<file path="src/rtl/lcd_char_writer_pkg.sv">
// Shared constants for the HD44780 character writer: controller commands,
// top-level FSM state encoding and small command helpers.
package lcd_pkg;

  localparam logic [7:0] LCD_CMD_FUNC_SET  = 8'h38;
  localparam logic [7:0] LCD_CMD_DISP_ON   = 8'h0C;
  localparam logic [7:0] LCD_CMD_CLEAR     = 8'h01;
  localparam logic [7:0] LCD_CMD_ENTRY     = 8'h06;
  localparam logic [7:0] LCD_CMD_SET_DDRAM = 8'h80;
  localparam logic [7:0] LCD_ROW1_BASE     = 8'h40;

  localparam int INIT_LEN = 6;

  typedef logic [2:0] state_t;
  localparam state_t ST_PWR_WAIT  = 3'd0;
  localparam state_t ST_INIT      = 3'd1;
  localparam state_t ST_INIT_WAIT = 3'd2;
  localparam state_t ST_IDLE      = 3'd3;
  localparam state_t ST_ADDR      = 3'd4;
  localparam state_t ST_DATA      = 3'd5;
  localparam state_t ST_DATA_WAIT = 3'd6;

  function automatic logic [7:0] init_cmd(input logic [2:0] idx);
    case (idx)
      3'd0, 3'd1, 3'd2: return LCD_CMD_FUNC_SET;
      3'd3:             return LCD_CMD_DISP_ON;
      3'd4:             return LCD_CMD_CLEAR;
      default:          return LCD_CMD_ENTRY;
    endcase
  endfunction

  function automatic logic [7:0] ddram_addr(input logic row, input logic [3:0] col);
    return LCD_CMD_SET_DDRAM | (row ? LCD_ROW1_BASE : 8'h00) | {4'h0, col};
  endfunction

endpackage

</file>
<file path="src/rtl/lcd_char_writer_if.sv">
// Character request channel into the LCD writer (valid/ready handshake).
interface lcd_char_if;
  logic       char_valid;
  logic [7:0] char_data;
  logic       char_row;
  logic [3:0] char_col;
  logic       char_ready;

  modport master (output char_valid, char_data, char_row, char_col, input char_ready);
  modport slave  (input char_valid, char_data, char_row, char_col, output char_ready);
endinterface

</file>
<file path="src/rtl/lcd_char_writer_bus_cycle.sv">
// One LCD bus write: SETUP, EN_HIGH_CYC cycles of lcd_en, then a settle wait.
// A new start is taken in the last wait cycle so writes can run back to back.
module lcd_bus_cycle
  import lcd_pkg::*;
#(
  parameter int EN_HIGH_CYC    = 25,
  parameter int CMD_WAIT_CYC   = 2500,
  parameter int CLEAR_WAIT_CYC = 100000
) (
  input  logic       clk,
  input  logic       rst_n,
  input  logic       i_start,
  input  logic       i_is_data,
  input  logic [7:0] i_byte,
  output logic       o_busy,
  output logic       o_done,
  output logic       o_lcd_rs,
  output logic       o_lcd_en,
  output logic [7:0] o_lcd_data
);

  localparam int CW = $clog2(EN_HIGH_CYC + CMD_WAIT_CYC + CLEAR_WAIT_CYC + 1);
  localparam logic [CW-1:0] EN_LOAD  = CW'(EN_HIGH_CYC - 1);
  localparam logic [CW-1:0] CMD_LOAD = CW'(CMD_WAIT_CYC - 1);
  localparam logic [CW-1:0] CLR_LOAD = CW'(CLEAR_WAIT_CYC - 1);

  localparam logic [1:0] PH_IDLE  = 2'd0;
  localparam logic [1:0] PH_SETUP = 2'd1;
  localparam logic [1:0] PH_EN    = 2'd2;
  localparam logic [1:0] PH_WAIT  = 2'd3;

  logic [1:0]    r_phase;
  logic [CW-1:0] r_cnt;
  logic          r_long;
  logic          r_rs;
  logic          r_en;
  logic [7:0]    r_data;
  logic          w_accept;

  assign o_busy     = (r_phase != PH_IDLE);
  assign o_done     = (r_phase == PH_WAIT) && (r_cnt == '0);
  assign w_accept   = i_start && (!o_busy || o_done);
  assign o_lcd_rs   = r_rs;
  assign o_lcd_en   = r_en;
  assign o_lcd_data = r_data;

  always_ff @(posedge clk or negedge rst_n) begin
    if (!rst_n) begin
      r_phase <= PH_IDLE;
      r_cnt   <= '0;
      r_long  <= 1'b0;
      r_rs    <= 1'b0;
      r_en    <= 1'b0;
      r_data  <= 8'h00;
    end else if (w_accept) begin
      r_phase <= PH_SETUP;
      r_rs    <= i_is_data;
      r_data  <= i_byte;
      r_en    <= 1'b0;
      r_long  <= !i_is_data && (i_byte == LCD_CMD_CLEAR);
    end else begin
      case (r_phase)
        PH_SETUP: begin
          r_phase <= PH_EN;
          r_en    <= 1'b1;
          r_cnt   <= EN_LOAD;
        end
        PH_EN: begin
          if (r_cnt == '0) begin
            r_phase <= PH_WAIT;
            r_en    <= 1'b0;
            r_cnt   <= r_long ? CLR_LOAD : CMD_LOAD;
          end else begin
            r_cnt <= r_cnt - CW'(1);
          end
        end
        PH_WAIT: begin
          if (r_cnt == '0) r_phase <= PH_IDLE;
          else             r_cnt   <= r_cnt - CW'(1);
        end
        default: ;
      endcase
    end
  end

endmodule

</file>
<file path="src/rtl/lcd_char_writer.sv">
// HD44780 16x2 character writer: power-up wait, init commands, then one
// set-DDRAM-address + data write pair per accepted character.
//   state      | meaning
//   PWR_WAIT   | power-up delay before any bus activity
//   INIT       | launch first init command
//   INIT_WAIT  | init writes in flight, next one chained on done
//   IDLE       | char_ready high, waiting for a request
//   ADDR       | launch address command for captured position
//   DATA       | address write in flight, data write chained on done
//   DATA_WAIT  | data write in flight
module lcd_char_writer
  import lcd_pkg::*;
#(
  parameter int EN_HIGH_CYC    = 25,
  parameter int CMD_WAIT_CYC   = 2500,
  parameter int CLEAR_WAIT_CYC = 100000,
  parameter int POWERUP_CYC    = 1000000
) (
  input  logic       clk,
  input  logic       rst_n,
  lcd_char_if.slave  io_char,
  output logic       o_init_done,
  output logic       o_lcd_rs,
  output logic       o_lcd_rw,
  output logic       o_lcd_en,
  output logic [7:0] o_lcd_data
);

  localparam int PW = $clog2(POWERUP_CYC + 1);
  localparam logic [PW-1:0] PWR_LOAD = PW'(POWERUP_CYC - 1);
  localparam logic [2:0]    LAST_IDX = 3'(INIT_LEN - 1);

  state_t        r_state;
  logic [PW-1:0] r_pwr_cnt;
  logic [2:0]    r_idx;
  logic          r_ready;
  logic          r_init_done;
  logic [7:0]    r_char;
  logic          r_row;
  logic [3:0]    r_col;

  logic          w_start;
  logic          w_is_data;
  logic [7:0]    w_byte;
  logic          w_busy;
  logic          w_done;
  logic          w_accept;

  assign w_accept           = r_ready && io_char.char_valid;
  assign io_char.char_ready = r_ready;
  assign o_init_done        = r_init_done;
  assign o_lcd_rw           = 1'b0;

  always_comb begin
    w_start   = 1'b0;
    w_is_data = 1'b0;
    w_byte    = 8'h00;
    case (r_state)
      ST_INIT: begin
        w_start = !w_busy;
        w_byte  = init_cmd(r_idx);
      end
      ST_INIT_WAIT: begin
        w_start = w_done && (r_idx != LAST_IDX);
        w_byte  = init_cmd(r_idx + 3'd1);
      end
      ST_ADDR: begin
        w_start = !w_busy;
        w_byte  = ddram_addr(r_row, r_col);
      end
      ST_DATA: begin
        w_start   = w_done;
        w_is_data = 1'b1;
        w_byte    = r_char;
      end
      default: ;
    endcase
  end

  always_ff @(posedge clk or negedge rst_n) begin
    if (!rst_n) begin
      r_state     <= ST_PWR_WAIT;
      r_pwr_cnt   <= PWR_LOAD;
      r_idx       <= 3'd0;
      r_ready     <= 1'b0;
      r_init_done <= 1'b0;
      r_char      <= 8'h00;
      r_row       <= 1'b0;
      r_col       <= 4'h0;
    end else begin
      case (r_state)
        ST_PWR_WAIT: begin
          if (r_pwr_cnt == '0) begin
            r_state <= ST_INIT;
            r_idx   <= 3'd0;
          end else begin
            r_pwr_cnt <= r_pwr_cnt - PW'(1);
          end
        end
        ST_INIT: if (w_start) r_state <= ST_INIT_WAIT;
        ST_INIT_WAIT: begin
          if (w_done) begin
            if (r_idx == LAST_IDX) begin
              r_state     <= ST_IDLE;
              r_ready     <= 1'b1;
              r_init_done <= 1'b1;
            end else begin
              r_idx <= r_idx + 3'd1;
            end
          end
        end
        ST_IDLE: begin
          if (w_accept) begin
            r_char  <= io_char.char_data;
            r_row   <= io_char.char_row;
            r_col   <= io_char.char_col;
            r_ready <= 1'b0;
            r_state <= ST_ADDR;
          end
        end
        ST_ADDR: if (w_start) r_state <= ST_DATA;
        ST_DATA: if (w_done) r_state <= ST_DATA_WAIT;
        ST_DATA_WAIT: begin
          if (w_done) begin
            r_state <= ST_IDLE;
            r_ready <= 1'b1;
          end
        end
        default: r_state <= ST_PWR_WAIT;
      endcase
    end
  end

  lcd_bus_cycle #(
    .EN_HIGH_CYC   (EN_HIGH_CYC),
    .CMD_WAIT_CYC  (CMD_WAIT_CYC),
    .CLEAR_WAIT_CYC(CLEAR_WAIT_CYC)
  ) u_bus (
    .clk       (clk),
    .rst_n     (rst_n),
    .i_start   (w_start),
    .i_is_data (w_is_data),
    .i_byte    (w_byte),
    .o_busy    (w_busy),
    .o_done    (w_done),
    .o_lcd_rs  (o_lcd_rs),
    .o_lcd_en  (o_lcd_en),
    .o_lcd_data(o_lcd_data)
  );

endmodule

</file>
<file path="src/flat_wrapper.sv">
// flat-port wrapper written by rule: the top's interface ports become plain ports
module lcd_char_writer_flat import lcd_pkg::*;
#(
  parameter int EN_HIGH_CYC    = 25,
  parameter int CMD_WAIT_CYC   = 2500,
  parameter int CLEAR_WAIT_CYC = 100000,
  parameter int POWERUP_CYC    = 1000000
)
  (clk, rst_n, o_init_done, o_lcd_rs, o_lcd_rw, o_lcd_en, o_lcd_data, io_char_char_valid, io_char_char_data, io_char_char_row, io_char_char_col, io_char_char_ready);
  lcd_char_if io_char_i ();
  input  logic clk;
  input  logic rst_n;
  output logic o_init_done;
  output logic o_lcd_rs;
  output logic o_lcd_rw;
  output logic o_lcd_en;
  output logic [7:0] o_lcd_data;
  input wire logic [$bits(io_char_i.char_valid)-1:0] io_char_char_valid;
  input wire logic [$bits(io_char_i.char_data)-1:0] io_char_char_data;
  input wire logic [$bits(io_char_i.char_row)-1:0] io_char_char_row;
  input wire logic [$bits(io_char_i.char_col)-1:0] io_char_char_col;
  output wire logic [$bits(io_char_i.char_ready)-1:0] io_char_char_ready;
  assign io_char_i.char_valid = io_char_char_valid;
  assign io_char_i.char_data = io_char_char_data;
  assign io_char_i.char_row = io_char_char_row;
  assign io_char_i.char_col = io_char_char_col;
  assign io_char_char_ready = io_char_i.char_ready;
  lcd_char_writer #(.EN_HIGH_CYC(EN_HIGH_CYC), .CMD_WAIT_CYC(CMD_WAIT_CYC), .CLEAR_WAIT_CYC(CLEAR_WAIT_CYC), .POWERUP_CYC(POWERUP_CYC)) u_core (.clk(clk), .rst_n(rst_n), .io_char(io_char_i), .o_init_done(o_init_done), .o_lcd_rs(o_lcd_rs), .o_lcd_rw(o_lcd_rw), .o_lcd_en(o_lcd_en), .o_lcd_data(o_lcd_data));
endmodule
</file>
<file path="config.mk">
export PLATFORM = sky130hd
export DESIGN_NAME = lcd_char_writer_flat
export DESIGN_NICKNAME = d
export VERILOG_FILES = /design/src/rtl/lcd_char_writer_pkg.sv /design/src/rtl/lcd_char_writer_if.sv /design/src/rtl/lcd_char_writer_bus_cycle.sv /design/src/rtl/lcd_char_writer.sv /design/src/flat_wrapper.sv
export SDC_FILE = /design/constraint.sdc
export NUM_CORES = 1
export LEC_CHECK = 0
export CORE_AREA = 2 2 84 86
export DETAILED_ROUTE_END_ITERATION = 8
export DIE_AREA = 0 0 86 88
export PLACE_DENSITY = 0.91
export SLEW_MARGIN = 10
export SYNTH_ARGS = -nofsm -noshare
export SYNTH_HDL_FRONTEND = slang
export SYNTH_SLANG_ARGS = --single-unit
export TNS_END_PERCENT = 30
</file>
<file path="constraint.sdc">
create_clock -name clk -period 5.75 [get_ports clk]
set_input_delay 1.15 -clock clk [delete_from_list [all_inputs] [get_ports clk]]
set_output_delay 1.15 -clock clk [all_outputs]
set_load 0.02 [all_outputs]
</file>
==> tab_implementation.tex, run 1 <==
\begin{tabular}{lr}
\hline
Metric & Value \\
\hline
\multicolumn{2}{l}{\textbf{Synth}} \\
Compound-gate portion of the synthesized area & 17.03\% \\
Primary flip-flop cell chosen by synthesis mapping & sky130\_fd\_sc\_hd\_\_dfrtp\_1 \\
Yosys Warn Count & 0 \\
Average instance area after synthesis & 9.851 um2 \\
Post-synth net total & 448 \\
Count leader, synth & sky130\_fd\_sc\_hd\_\_dfrtp\_1 \\
Synthesized instance count & 417 \\
Simple-gate area share of the yosys netlist & 19.22\% \\
Synthesized-area fraction occupied by xor and xnor cells & 3.625\% \\
Most area-hungry cell type in the Yosys netlist & sky130\_fd\_sc\_hd\_\_dfrtp\_1 \\
Ys async rst share & 100.0\% \\
Count of distinct cell types in the synthesized netlist & 65 \\
Cell types with the highest counts after synthesis & sky130\_fd\_sc\_hd\_\_dfrtp\_1, sky130\_fd\_sc\_hd\_\_nand2\_1, sky130\_fd\_sc\_hd\_\_nor2\_1, sky130\_fd\_sc\_hd\_\_a21oi\_1, sky130\_fd\_sc\_hd\_\_inv\_1 \\
Mux share of post-synthesis cell area & 6.914\% \\
Post-synth EDFFs & 0 \\
Sequential element share of the synthesized area & 43.62\% \\
Main area contributors after synthesis & sky130\_fd\_sc\_hd\_\_dfrtp\_1, sky130\_fd\_sc\_hd\_\_dfstp\_2, sky130\_fd\_sc\_hd\_\_mux2\_2, sky130\_fd\_sc\_hd\_\_ha\_1, sky130\_fd\_sc\_hd\_\_nand2\_1 \\
Largest family of logic cells by synthesized area & simple AND/OR/NAND/NOR gates \\
Synthesized cell area & 4108 um2 \\
Post-synthesis register bit count & 71 \\
Share of synthesized cell area in full adder, half adder and majority cells & 4.569\% \\
Area share of the largest cell type after synthesis & 35.94\% \\
\multicolumn{2}{l}{\textbf{Routing}} \\
Average routed wire per standard cell & 17.68 um \\
Residual DRC count & 0 \\
Routed via count divided by cell count & 6.667 \\
Met2 WL post-DR & 4549 um \\
Wire length on met3 & 633 um \\
Wire length on met1 & 3790 um \\
Post-route ant nets & 0 \\
Initial DRC Count & 349 \\
Number of vias after detailed routing & 3,467 \\
1st-pass router iterations & 8 \\
Routed Wire Length & 9191 um \\
Uppermost routed layer & met4 \\
\multicolumn{2}{l}{\textbf{Global route}} \\
All-layer global routing usage & 25.65\% \\
Initial antenna violation count & 0 \\
Number of global-route vias before repair & 3,245 \\
Wire length of the first global-routing pass & 15,280 um \\
GR Overflow Total & 0 \\
Pin count of the biggest net entering global routing & 72 \\
\multicolumn{2}{l}{\textbf{Floorplanning}} \\
Row count & 30 \\
Die outline width & 86 um \\
Core region area & 6644 um2 \\
Die Span Y & 88 um \\
Starting Density & 61.83\% \\
Die outline area & 7568 um2 \\
Io pins & 29 \\
\multicolumn{2}{l}{\textbf{Run status}} \\
Result of the run & finished clean \\
\multicolumn{2}{l}{\textbf{Worst setup path}} \\
CP startpoint kind & primary input \\
Crit path to & u\_core.r\_char[6] \\
CP Capture Type & flip-flop \\
Crit path required time & 5.99 ns \\
Worst path max stage delay & 0.94 ns \\
Critical-path cell list & clkdlybuf4s50\_1, nand3\_1, nor3\_2, mux2\_2 \\
Source of the worst register-to-register timing path & u\_core.u\_bus.r\_cnt[0] \\
Beginning of the critical path & io\_char\_char\_valid \\
Critical path data arrival time & 3.16 ns \\
Maximum fanout encountered on the critical timing path & 15 \\
Crit path max-delay cell type & sky130\_fd\_sc\_hd\_\_nor3\_2 \\
Cells on worst reg2reg path & 7 \\
Worst R2R Setup Slack & 2.90 ns \\
Capturing point of the worst reg2reg path & u\_core.u\_bus.r\_cnt[10] \\
Classification of the worst setup path & in -> reg \\
\multicolumn{2}{l}{\textbf{STA}} \\
Final Hold Fails & 0 \\
Setup repair after global routing missed its margin & false \\
Measured slew at the worst slew-check pin & 1.171 ns \\
Number of endpoints failing setup at the final stage & 0 \\
WHS & 0.5008 ns \\
Final critical path time including I/O delays and setup & 2.918 ns \\
Highest clock rate & 342.7 MHz \\
Relative slew slack & 21.52\% \\
Final critical-path share of the clock period & 50.75\% \\
Number of slew-limit violations in the final report & 0 \\
Least setup slack across all paths after layout & 2.832 ns \\
Fin Clk Skew & 0.01333 ns \\
Final-layout setup total negative slack & 0 ns \\
\multicolumn{2}{l}{\textbf{Layout}} \\
Filler cells & 469 \\
Antenna Diode Count & 0 \\
Fraction of final layout cells sized beyond drive strength 1 & 13.86\% \\
Layout-stage area growth over the synthesis result & 10.75\% \\
Util after Layout & 68.47\% \\
Final net count & 466 \\
\multicolumn{2}{l}{\textbf{Placed design}} \\
DP Wirelength & 6224 um \\
Pre-CTS WS & 2.455 ns \\
Count of port buffers added during placement & 27 \\
Placer congestion estimate & 0.9186 \\
\multicolumn{2}{l}{\textbf{Clock network}} \\
Number of clock sinks & 71 \\
TritonCTS clock tree & built \\
Post-CTS setup-driven buffer insertion count & 0 \\
Number of hold-repair buffers added at the cts stage & 0 \\
Clk pin slew, worst setup/hold paths & 0.08 ns \\
PostCTS Resize Cnt & 0 \\
Master cell of the clock root buffer & sky130\_fd\_sc\_hd\_\_clkbuf\_8 \\
Maximum number of buffers from clock root to sink & 2 \\
Worst-skew pair later-pin latency & 0.36 ns \\
H-tree depth & 3 \\
Number of CTS-inserted buffers & 9 \\
\multicolumn{2}{l}{\textbf{Pwr}} \\
Proportion of power drawn by flip-flops and latches & 56.6\% \\
Cell internal pwr & 0.6647 mW \\
Power per standard cell area & 193.9 nW/um2 \\
Worst vdd rail ir drop & 0.1446 mV \\
Portion of total power attributed to the clock network & 41.0\% \\
Switching part of the total power & 24.63\% \\
Combinational share of power & 2.3\% \\
Switching Power & 0.2172 mW \\
Static Leak & 2.111 nW \\
\multicolumn{2}{l}{\textbf{Min path}} \\
Worst hold path stage count & 1 \\
Hold Path Class & reg -> reg \\
\multicolumn{2}{l}{\textbf{Run}} \\
Reported max-cap violation count & 0 \\
\hline
\end{tabular}
metal layers:
layer  vias to the layer above  global-route usage [%]
li1                       1561                       -
met1                      1701                   32.48
met2                       174                   42.07
met3                        31                   6.315
met4                         0                   11.26
met5                         -                       0
logic make-up after synthesis:
family	count (synthesis)
AND/OR/NAND/NOR	143
AO/OA/AOI/OAI	99
flip-flops	71
buffers and inverters	45
multiplexers	26
XOR/XNOR	17
adder cells (fa/ha/maj)	15
other	1
flip-flops by register name, indices dropped and copies added, names as in the netlist:
signal	cells
u_core.io_char.char_ready	1
u_core.u_bus.r_cnt	17
u_core.r_row	1
u_core.r_col	4
u_core.o_init_done	1
u_core.u_bus.r_phase	2
u_core.u_bus.o_lcd_rs	1
u_core.u_bus.o_lcd_en	1
u_core.r_pwr_cnt	20
u_core.r_idx	3
u_core.u_bus.r_long	1
u_core.u_bus.o_lcd_data	8
u_core.r_char	8
u_core.r_state	3
stage by stage:
| stage | power [mW] | cells | instance area [um2] |
|---|---|---|---|
| 4_1_cts | 0.8824 | 520 | 4549 |
| 3_5_place_dp | 0.5304 | 504 | 4377 |
| 3_3_place_gp | 0.5300 | 504 | 4377 |
| 6_report | 0.8819 | 520 | 4549 |
| 2_1_floorplan | 0.5107 | 417 | 4108 |
| 5_1_grt | 0.9099 | 520 | 4549 |
critical path: cells and delay by family:
family / cells / cell delay, ns
simple gates: 2 / 1.06
buf+inv: 1 / 0.51
mux: 1 / 0.43
final cells by class:
| cell class | count | area (um2) | area share [%] |
|---|---|---|---|
| multi-input cells | 301 | 2118 | 46.56 |
| flip-flops and latches | 71 | 1792 | 39.38 |
| repair buffers | 29 | 280.3 | 6.161 |
| clock buffers | 9 | 123.9 | 2.723 |
| well taps | 80 | 100.1 | 2.200 |
| inverters | 23 | 86.33 | 1.898 |
| clock inverters | 7 | 48.80 | 1.073 |
power groups by stage:
stage	combinational [mW]	clock, mW	sequential [mW]
finish	0.0207	0.362	0.499
global route	0.0238	0.387	0.499
CTS	0.0216	0.362	0.499
detailed placement	0.0216	0	0.509
global placement	0.0211	0	0.509
floorplan	0.00167	0	0.509
how the worst min path moves through the flow:
| stage | startpoint | end | slack, ns |
|---|---|---|---|
| floorplan | u_core.r_pwr_cnt[7] | u_core.r_pwr_cnt[7] | 0.46 |
| global placement | u_core.o_init_done | u_core.o_init_done | 0.48 |
| detailed placement | u_core.r_pwr_cnt[7] | u_core.r_pwr_cnt[7] | 0.49 |
| CTS | u_core.r_pwr_cnt[16] | u_core.r_pwr_cnt[16] | 0.50 |
| global route | u_core.r_pwr_cnt[4] | u_core.r_pwr_cnt[4] | 0.52 |
| finish | u_core.r_pwr_cnt[16] | u_core.r_pwr_cnt[16] | 0.50 |
layout by cell type, fill, tap and decap left out, drive strengths merged, types with 3 or more instances in the layout:
| master | n |
|---|---|
| o21bai | 3 |
| dfstp | 12 |
| o32ai | 3 |
| o22ai | 3 |
| or3 | 4 |
| o211a | 3 |
| nand2 | 34 |
| o2111ai | 3 |
| xnor2 | 9 |
| nor4 | 14 |
| a31oi | 5 |
| a22o | 3 |
| nor2 | 27 |
| nand4 | 7 |
| o2bb2ai | 4 |
| clkbuf | 9 |
| xor2 | 8 |
| nand3 | 11 |
| clkinvlp | 4 |
| nor3 | 15 |
| a21oi | 24 |
| inv | 24 |
| or4 | 7 |
| o41ai | 3 |
| buf | 3 |
| dfrtp | 59 |
| ha | 15 |
| and3 | 7 |
| nor2b | 3 |
| mux2 | 19 |
| mux2i | 7 |
| a21o | 5 |
| clkdlybuf4s50 | 26 |
| o211ai | 4 |
| o21ai | 18 |
(Power assumes the default switching activity.)
==> run 2: changes to the inputs <==
- CORE_AREA: 2 2 84 86 -> 2 2 87 89
- DIE_AREA: 0 0 86 88 -> 0 0 89 91
- PLACE_DENSITY: 0.91 -> 0.86
- clock period: 5.75 -> 2.9 ns (I/O delays scaled with it)
==> run 2 against run 1 <==
  * Global-route usage shrank 0.96 points
  * Non-clock buffer count up 13
  * Cell count up 6.2%
  * First-iteration DRC count decreased by 19%
  * Power increased by 99%
  * Clock-buffer cell count grew 1
  * Die area grew 7.0%
  * Setup slack got worse by 2.4 ns
  * Sequential cell count unchanged
  * Highest routed layer unchanged
==> tab_implementation.tex, run 2 (synthesized netlist as in run 1, its figures left out) <==
\begin{tabular}{lr}
\hline
Metric & Value \\
\hline
\multicolumn{2}{l}{\textbf{Worst setup path}} \\
Critical-path cell list & inv\_1, ha\_1, nor4b\_4, and3\_1, a31oi\_4, o31a\_4, o41ai\_1 \\
Critical path data arrival time & 2.68 ns \\
CP startpoint kind & flip-flop \\
CP Capture Type & flip-flop \\
Crit path required time & 3.14 ns \\
Maximum fanout encountered on the critical timing path & 13 \\
Classification of the worst setup path & reg -> reg \\
Family with the most delay on the worst path & compound AO/OA/AOI/OAI gates \\
Cells on worst reg2reg path & 7 \\
Capturing point of the worst reg2reg path & u\_core.u\_bus.r\_long \\
Source of the worst register-to-register timing path & u\_core.u\_bus.r\_cnt[0] \\
Path length in cells of the critical path & 7 \\
Crit path max-delay cell type & sky130\_fd\_sc\_hd\_\_dfrtp\_1 \\
Buf/Inv on CP & 1 \\
Worst R2R Setup Slack & 0.45 ns \\
Worst path max stage delay & 0.43 ns \\
\multicolumn{2}{l}{\textbf{Floorplanning}} \\
Io pins & 29 \\
Starting Density & 57.56\% \\
Row count & 31 \\
Core region area & 7137 um2 \\
Die outline area & 8099 um2 \\
Die Span Y & 91 um \\
Die outline width & 89 um \\
\multicolumn{2}{l}{\textbf{Pwr}} \\
Power per standard cell area & 375.4 nW/um2 \\
Worst vdd rail ir drop & 0.3114 mV \\
Static Leak & 2.182 nW \\
\multicolumn{2}{l}{\textbf{Layout}} \\
Commonest non-fill, non-tap cell in the layout & sky130\_fd\_sc\_hd\_\_dfrtp\_1 \\
Final net count & 479 \\
Layout-stage area growth over the synthesis result & 13.71\% \\
Highest-count cells in the layout ignoring fill and taps & sky130\_fd\_sc\_hd\_\_dfrtp\_1, sky130\_fd\_sc\_hd\_\_nand2\_1, sky130\_fd\_sc\_hd\_\_nor2\_1 \\
Largest reg by FF count & u\_core.r\_pwr\_cnt \\
Filler cells & 543 \\
Fraction of final layout cells sized beyond drive strength 1 & 16.11\% \\
Antenna Diode Count & 0 \\
Final non-filler cell area & 4671 um2 \\
Flip-flop count of the largest register after layout & 20 \\
Largest registers & u\_core.r\_pwr\_cnt x20, u\_core.u\_bus.r\_cnt x17 \\
\multicolumn{2}{l}{\textbf{Clock network}} \\
Post-CTS setup-driven buffer insertion count & 0 \\
H-tree depth & 3 \\
Master cell of the clock root buffer & sky130\_fd\_sc\_hd\_\_clkbuf\_8 \\
Worst-skew pair later-pin latency & 0.35 ns \\
Number of clock sinks & 71 \\
Number of CTS-inserted buffers & 9 \\
PostCTS Resize Cnt & 0 \\
Maximum number of buffers from clock root to sink & 2 \\
Number of hold-repair buffers added at the cts stage & 0 \\
Clk pin slew, worst setup/hold paths & 0.09 ns \\
TritonCTS clock tree & built \\
\multicolumn{2}{l}{\textbf{Routing}} \\
Initial DRC Count & 282 \\
Average routed wire per standard cell & 17.01 um \\
1st-pass router iterations & 5 \\
Number of vias after detailed routing & 3,430 \\
Routed via count divided by cell count & 6.214 \\
Post-route ant nets & 0 \\
Residual DRC count & 0 \\
Routed Wire Length & 9387 um \\
\multicolumn{2}{l}{\textbf{Placed design}} \\
Count of port buffers added during placement & 27 \\
DP Wirelength & 6702 um \\
Instance area after placement & 4498 um2 \\
Placer congestion estimate & 0.8906 \\
\multicolumn{2}{l}{\textbf{STA}} \\
Final Hold Fails & 0 \\
Final critical path time including I/O delays and setup & 2.446 ns \\
Fin Clk Skew & 0.01574 ns \\
Measured slew at the worst slew-check pin & 0.7865 ns \\
Final-layout setup total negative slack & 0 ns \\
Number of slew-limit violations in the final report & 0 \\
Setup repair after global routing missed its margin & false \\
Highest clock rate & 408.8 MHz \\
Final critical-path share of the clock period & 84.35\% \\
Number of endpoints failing setup at the final stage & 0 \\
Relative slew slack & 47.01\% \\
\multicolumn{2}{l}{\textbf{Global route}} \\
Pin count of the biggest net entering global routing & 39 \\
Number of global-route vias before repair & 3,304 \\
GR Overflow Total & 0 \\
All-layer global routing usage & 24.69\% \\
Initial antenna violation count & 0 \\
Wire length of the first global-routing pass & 15,730 um \\
\multicolumn{2}{l}{\textbf{Run}} \\
Reported max-cap violation count & 0 \\
\multicolumn{2}{l}{\textbf{Run status}} \\
Result of the run & finished clean \\
\multicolumn{2}{l}{\textbf{Min path}} \\
Hold Path Class & in -> async \\
\hline
\end{tabular}
-- run 2: stage by stage --
step / util [%] / total power [mW] / instances / setup WS, ns / hold slack [ns]
floorplan: - / 1.013 / 417 / 0.6451 / 0.2844
global placement: 63.03 / 1.052 / 536 / 0.6213 / 0.4758
detailed placement: 63.03 / 1.053 / 536 / 0.5090 / 0.4798
CTS: 65.45 / 1.758 / 552 / 0.4893 / 0.2653
global route: 65.45 / 1.817 / 552 / 0.3138 / 0.2864
finish: 65.45 / 1.753 / 552 / 0.4539 / 0.2456
-- run 2: worst max-delay path by stage --
stage / start / endpoint / slack (ns)
floorplan: u_core.u_bus.r_cnt[0] / u_core.u_bus.r_cnt[14] / 0.65
global placement: u_core.u_bus.r_cnt[0] / u_core.u_bus.r_long / 0.62
detailed placement: u_core.u_bus.r_cnt[0] / u_core.u_bus.r_long / 0.51
CTS: u_core.u_bus.r_cnt[0] / u_core.u_bus.r_long / 0.49
global route: u_core.u_bus.r_cnt[1] / u_core.u_bus.r_long / 0.31
finish: u_core.u_bus.r_cnt[0] / u_core.u_bus.r_long / 0.45
-- run 2: per-layer routing --
layer	GRT usage [%]	vias up	routed length, um
li1	-	1592	-
met1	35.15	1669	4031
met2	37.50	146	4630
met3	4.818	23	502
met4	8.955	0	222
met5	0	-	0
-- run 2: worst reg2reg max path: stages, from the launching register on --
cell	delay, ns
sky130_fd_sc_hd__dfrtp_1	0.43
sky130_fd_sc_hd__inv_1	0.12
sky130_fd_sc_hd__ha_1	0.16
sky130_fd_sc_hd__nor4b_4	0.32
sky130_fd_sc_hd__and3_1	0.41
sky130_fd_sc_hd__a31oi_4	0.13
sky130_fd_sc_hd__o31a_4	0.40
sky130_fd_sc_hd__o41ai_1	0.36
-- run 2: final cells by class --
cell class	count	area, um2	share of cell area [%]
Timing Repair Buffer	42	377.9	8.090
Tap cell	99	123.9	2.652
Multi-Input combinational cell	301	2118	45.35
Clock buffer	10	127.6	2.732
Sequential cell	71	1792	38.36
Inverter	23	86.33	1.848
Clock inverter	6	45.04	0.9644
-- run 2: where the power goes --
part	leakage, nW	total, mW	internal (mW)	switching (mW)
registers	0.870	0.990	0.990	0
clock network	0.0793	0.721	0.315	0.406
logic	1.23	0.0423	0.0193	0.0230
==> run 3: changes to the inputs <==
- CORE_AREA: 2 2 87 89 -> 2 2 92 94
- DIE_AREA: 0 0 89 91 -> 0 0 94 96
- PLACE_DENSITY: 0.86 -> 0.82
- clock period: 2.9 -> 2.16 ns (I/O delays scaled with it)
==> run 3 against run 2 <==
  * The flow now finishes with violations (negative setup slack)
  * Critical path depth fell by 1
  * Setup slack got worse by 0.46 ns
  * Cell count up 8.9%
  * Die area up 11%
  * Design area rose by 11%
  * Register-to-register slack got worse by 0.46 ns
  * Clock-buffer cell count did not move
  * Sequential cell count did not move
  * Hold slack got worse by 0.15 ns
  * Global-route usage fell by 0.59 points
  * Highest routed layer unchanged
==> tab_implementation.tex, run 3 (synthesized netlist as in run 1, its figures left out) <==
\begin{tabular}{lr}
\hline
Metric & Value \\
\hline
\multicolumn{2}{l}{\textbf{Run status}} \\
Result of the run & complete, but fails checks \\
Violations in the final reports & negative setup slack \\
\multicolumn{2}{l}{\textbf{Worst setup path}} \\
Maximum fanout encountered on the critical timing path & 3 \\
Family with the most delay on the worst path & simple AND/OR/NAND/NOR gates \\
Worst path max stage delay & 0.53 ns \\
Crit path max-delay cell type & sky130\_fd\_sc\_hd\_\_or4\_4 \\
Buf/Inv on CP & 1 \\
Crit path required time & 2.45 ns \\
Most used cell along the critical path & sky130\_fd\_sc\_hd\_\_or4\_4 \\
Critical-path cell list & buf\_4, or4\_4, or4\_4, or3\_1, o211a\_1, o21bai\_1 \\
Critical path data arrival time & 2.46 ns \\
Classification of the worst setup path & reg -> reg \\
CP Capture Type & flip-flop \\
CP startpoint kind & flip-flop \\
\multicolumn{2}{l}{\textbf{Placed design}} \\
DP Wirelength & 7118 um \\
Instance area after placement & 4791 um2 \\
Placer congestion estimate & 0.9290 \\
Count of port buffers added during placement & 27 \\
\multicolumn{2}{l}{\textbf{Layout}} \\
Filler cells & 608 \\
Antenna Diode Count & 0 \\
Highest-count cells in the layout ignoring fill and taps & sky130\_fd\_sc\_hd\_\_dfrtp\_1, sky130\_fd\_sc\_hd\_\_buf\_4, sky130\_fd\_sc\_hd\_\_nand2\_1 \\
Fraction of final layout cells sized beyond drive strength 1 & 26.81\% \\
Final non-filler cell area & 5171 um2 \\
Largest registers & u\_core.r\_pwr\_cnt x20, u\_core.u\_bus.r\_cnt x17 \\
Flip-flop count of the largest register after layout & 20 \\
Layout-stage area growth over the synthesis result & 25.89\% \\
Util after Layout & 64.23\% \\
Commonest non-fill, non-tap cell in the layout & sky130\_fd\_sc\_hd\_\_dfrtp\_1 \\
Final net count & 522 \\
Largest reg by FF count & u\_core.r\_pwr\_cnt \\
\multicolumn{2}{l}{\textbf{STA}} \\
Relative slew slack & 57.43\% \\
Highest clock rate & 461.6 MHz \\
Setup repair after global routing missed its margin & true \\
Number of slew-limit violations in the final report & 0 \\
Least setup slack across all paths after layout & -0.006436 ns \\
Fin Clk Skew & 0.01290 ns \\
Final Hold Fails & 0 \\
Measured slew at the worst slew-check pin & 0.6386 ns \\
Number of endpoints failing setup at the final stage & 2 \\
Final critical path time including I/O delays and setup & 2.166 ns \\
WHS & 0.09130 ns \\
Final critical-path share of the clock period & 100.3\% \\
\multicolumn{2}{l}{\textbf{Global route}} \\
GR Overflow Total & 0 \\
All-layer global routing usage & 24.10\% \\
Initial antenna violation count & 0 \\
Wire length of the first global-routing pass & 16,930 um \\
Number of global-route vias before repair & 3,520 \\
Pin count of the biggest net entering global routing & 72 \\
\multicolumn{2}{l}{\textbf{Pwr}} \\
Pwr Total & 2.624 mW \\
Worst vdd rail ir drop & 0.3353 mV \\
Static Leak & 2.458 nW \\
Power per standard cell area & 507.3 nW/um2 \\
\multicolumn{2}{l}{\textbf{Run}} \\
Reported max-cap violation count & 0 \\
\multicolumn{2}{l}{\textbf{Clock network}} \\
Clk pin slew, worst setup/hold paths & 0.09 ns \\
Number of CTS-inserted buffers & 9 \\
TritonCTS clock tree & built \\
H-tree depth & 3 \\
Worst-skew pair later-pin latency & 0.36 ns \\
Number of clock sinks & 71 \\
Number of hold-repair buffers added at the cts stage & 0 \\
Maximum number of buffers from clock root to sink & 2 \\
Master cell of the clock root buffer & sky130\_fd\_sc\_hd\_\_clkbuf\_8 \\
\multicolumn{2}{l}{\textbf{Routing}} \\
1st-pass router iterations & 5 \\
Residual DRC count & 0 \\
Routed via count divided by cell count & 6.097 \\
Routed Wire Length & 10,380 um \\
Post-route ant nets & 0 \\
Number of vias after detailed routing & 3,664 \\
Average routed wire per standard cell & 17.26 um \\
Initial DRC Count & 429 \\
\multicolumn{2}{l}{\textbf{Floorplanning}} \\
Io pins & 29 \\
Core region area & 8051 um2 \\
Row count & 33 \\
Starting Density & 51.02\% \\
Die Span Y & 96 um \\
Die outline area & 9024 um2 \\
Die outline width & 94 um \\
\multicolumn{2}{l}{\textbf{Min path}} \\
Hold Path Class & in -> async \\
\hline
\end{tabular}
-- run 3: cell types whose count changed in the layout (fill, tap and decap cells not counted), sizes merged --
cell	previous run	this run
buf	16	59
bufinv	0	2
clkinvlp	3	2
inv	25	24
-- run 3: metrics by stage --
step | cells | worst slack [ns] | TNS, ns
2_1_floorplan | 417 | -0.004537 | -0.004537
3_3_place_gp | 576 | 0.04749 | 0
3_5_place_dp | 576 | -0.1811 | -0.6521
4_1_cts | 593 | -0.01776 | -0.04895
5_1_grt | 601 | -0.09399 | -0.1823
6_report | 601 | -0.006436 | -0.01263
-- run 3: area by class of cell --
cell class	instances	area, um2	share of cell area (%)
tap	105	131.4	2.541
sequential	71	1794	34.70
timing repair buffer	85	729.5	14.11
multi-input combinational	301	2200	42.54
inverter	23	86.33	1.669
clock inverter	6	92.59	1.790
clock buffer	10	137.6	2.662
-- run 3: repair_timing --
| item | in CTS | in global routing |
|---|---|---|
| setup endpoints to repair | 17 | 33 |
| buffers inserted | 1 | 8 |
| gates resized for setup | 6 | 19 |
| pin swaps | 1 | 9 |
-- run 3: final timing paths --
check	slack, ns	cells past startpoint	from	endpoint
worst max register to register	-0.006	6	u_core.u_bus.r_cnt[1]	u_core.u_bus.r_cnt[9]
max in group asynchronous	1.74	2	rst_n	u_core.r_pwr_cnt[3]
worst min register to register	0.49	1	u_core.o_init_done	u_core.o_init_done
worst min-delay path	0.09	2	rst_n	u_core.r_pwr_cnt[10]
min in group clk	0.49	1	u_core.o_init_done	u_core.o_init_done
worst max-delay path	-0.006	6	u_core.u_bus.r_cnt[1]	u_core.u_bus.r_cnt[9]
-- run 3: report_power, final --
part	switching [mW]	internal, mW
sequential	0	1.33
combinational	0.0312	0.0273
clock	0.549	0.687
total	0.580	2.04
-- run 3: per-layer routing --
layer  part of all wire, %  wire (um)  GRT usage, %
met1                    41       4296         30.69
met2                    49       5053         39.82
met3                   6.7        695         3.837
met4                   3.2        330         12.56
met5                     0          0             0
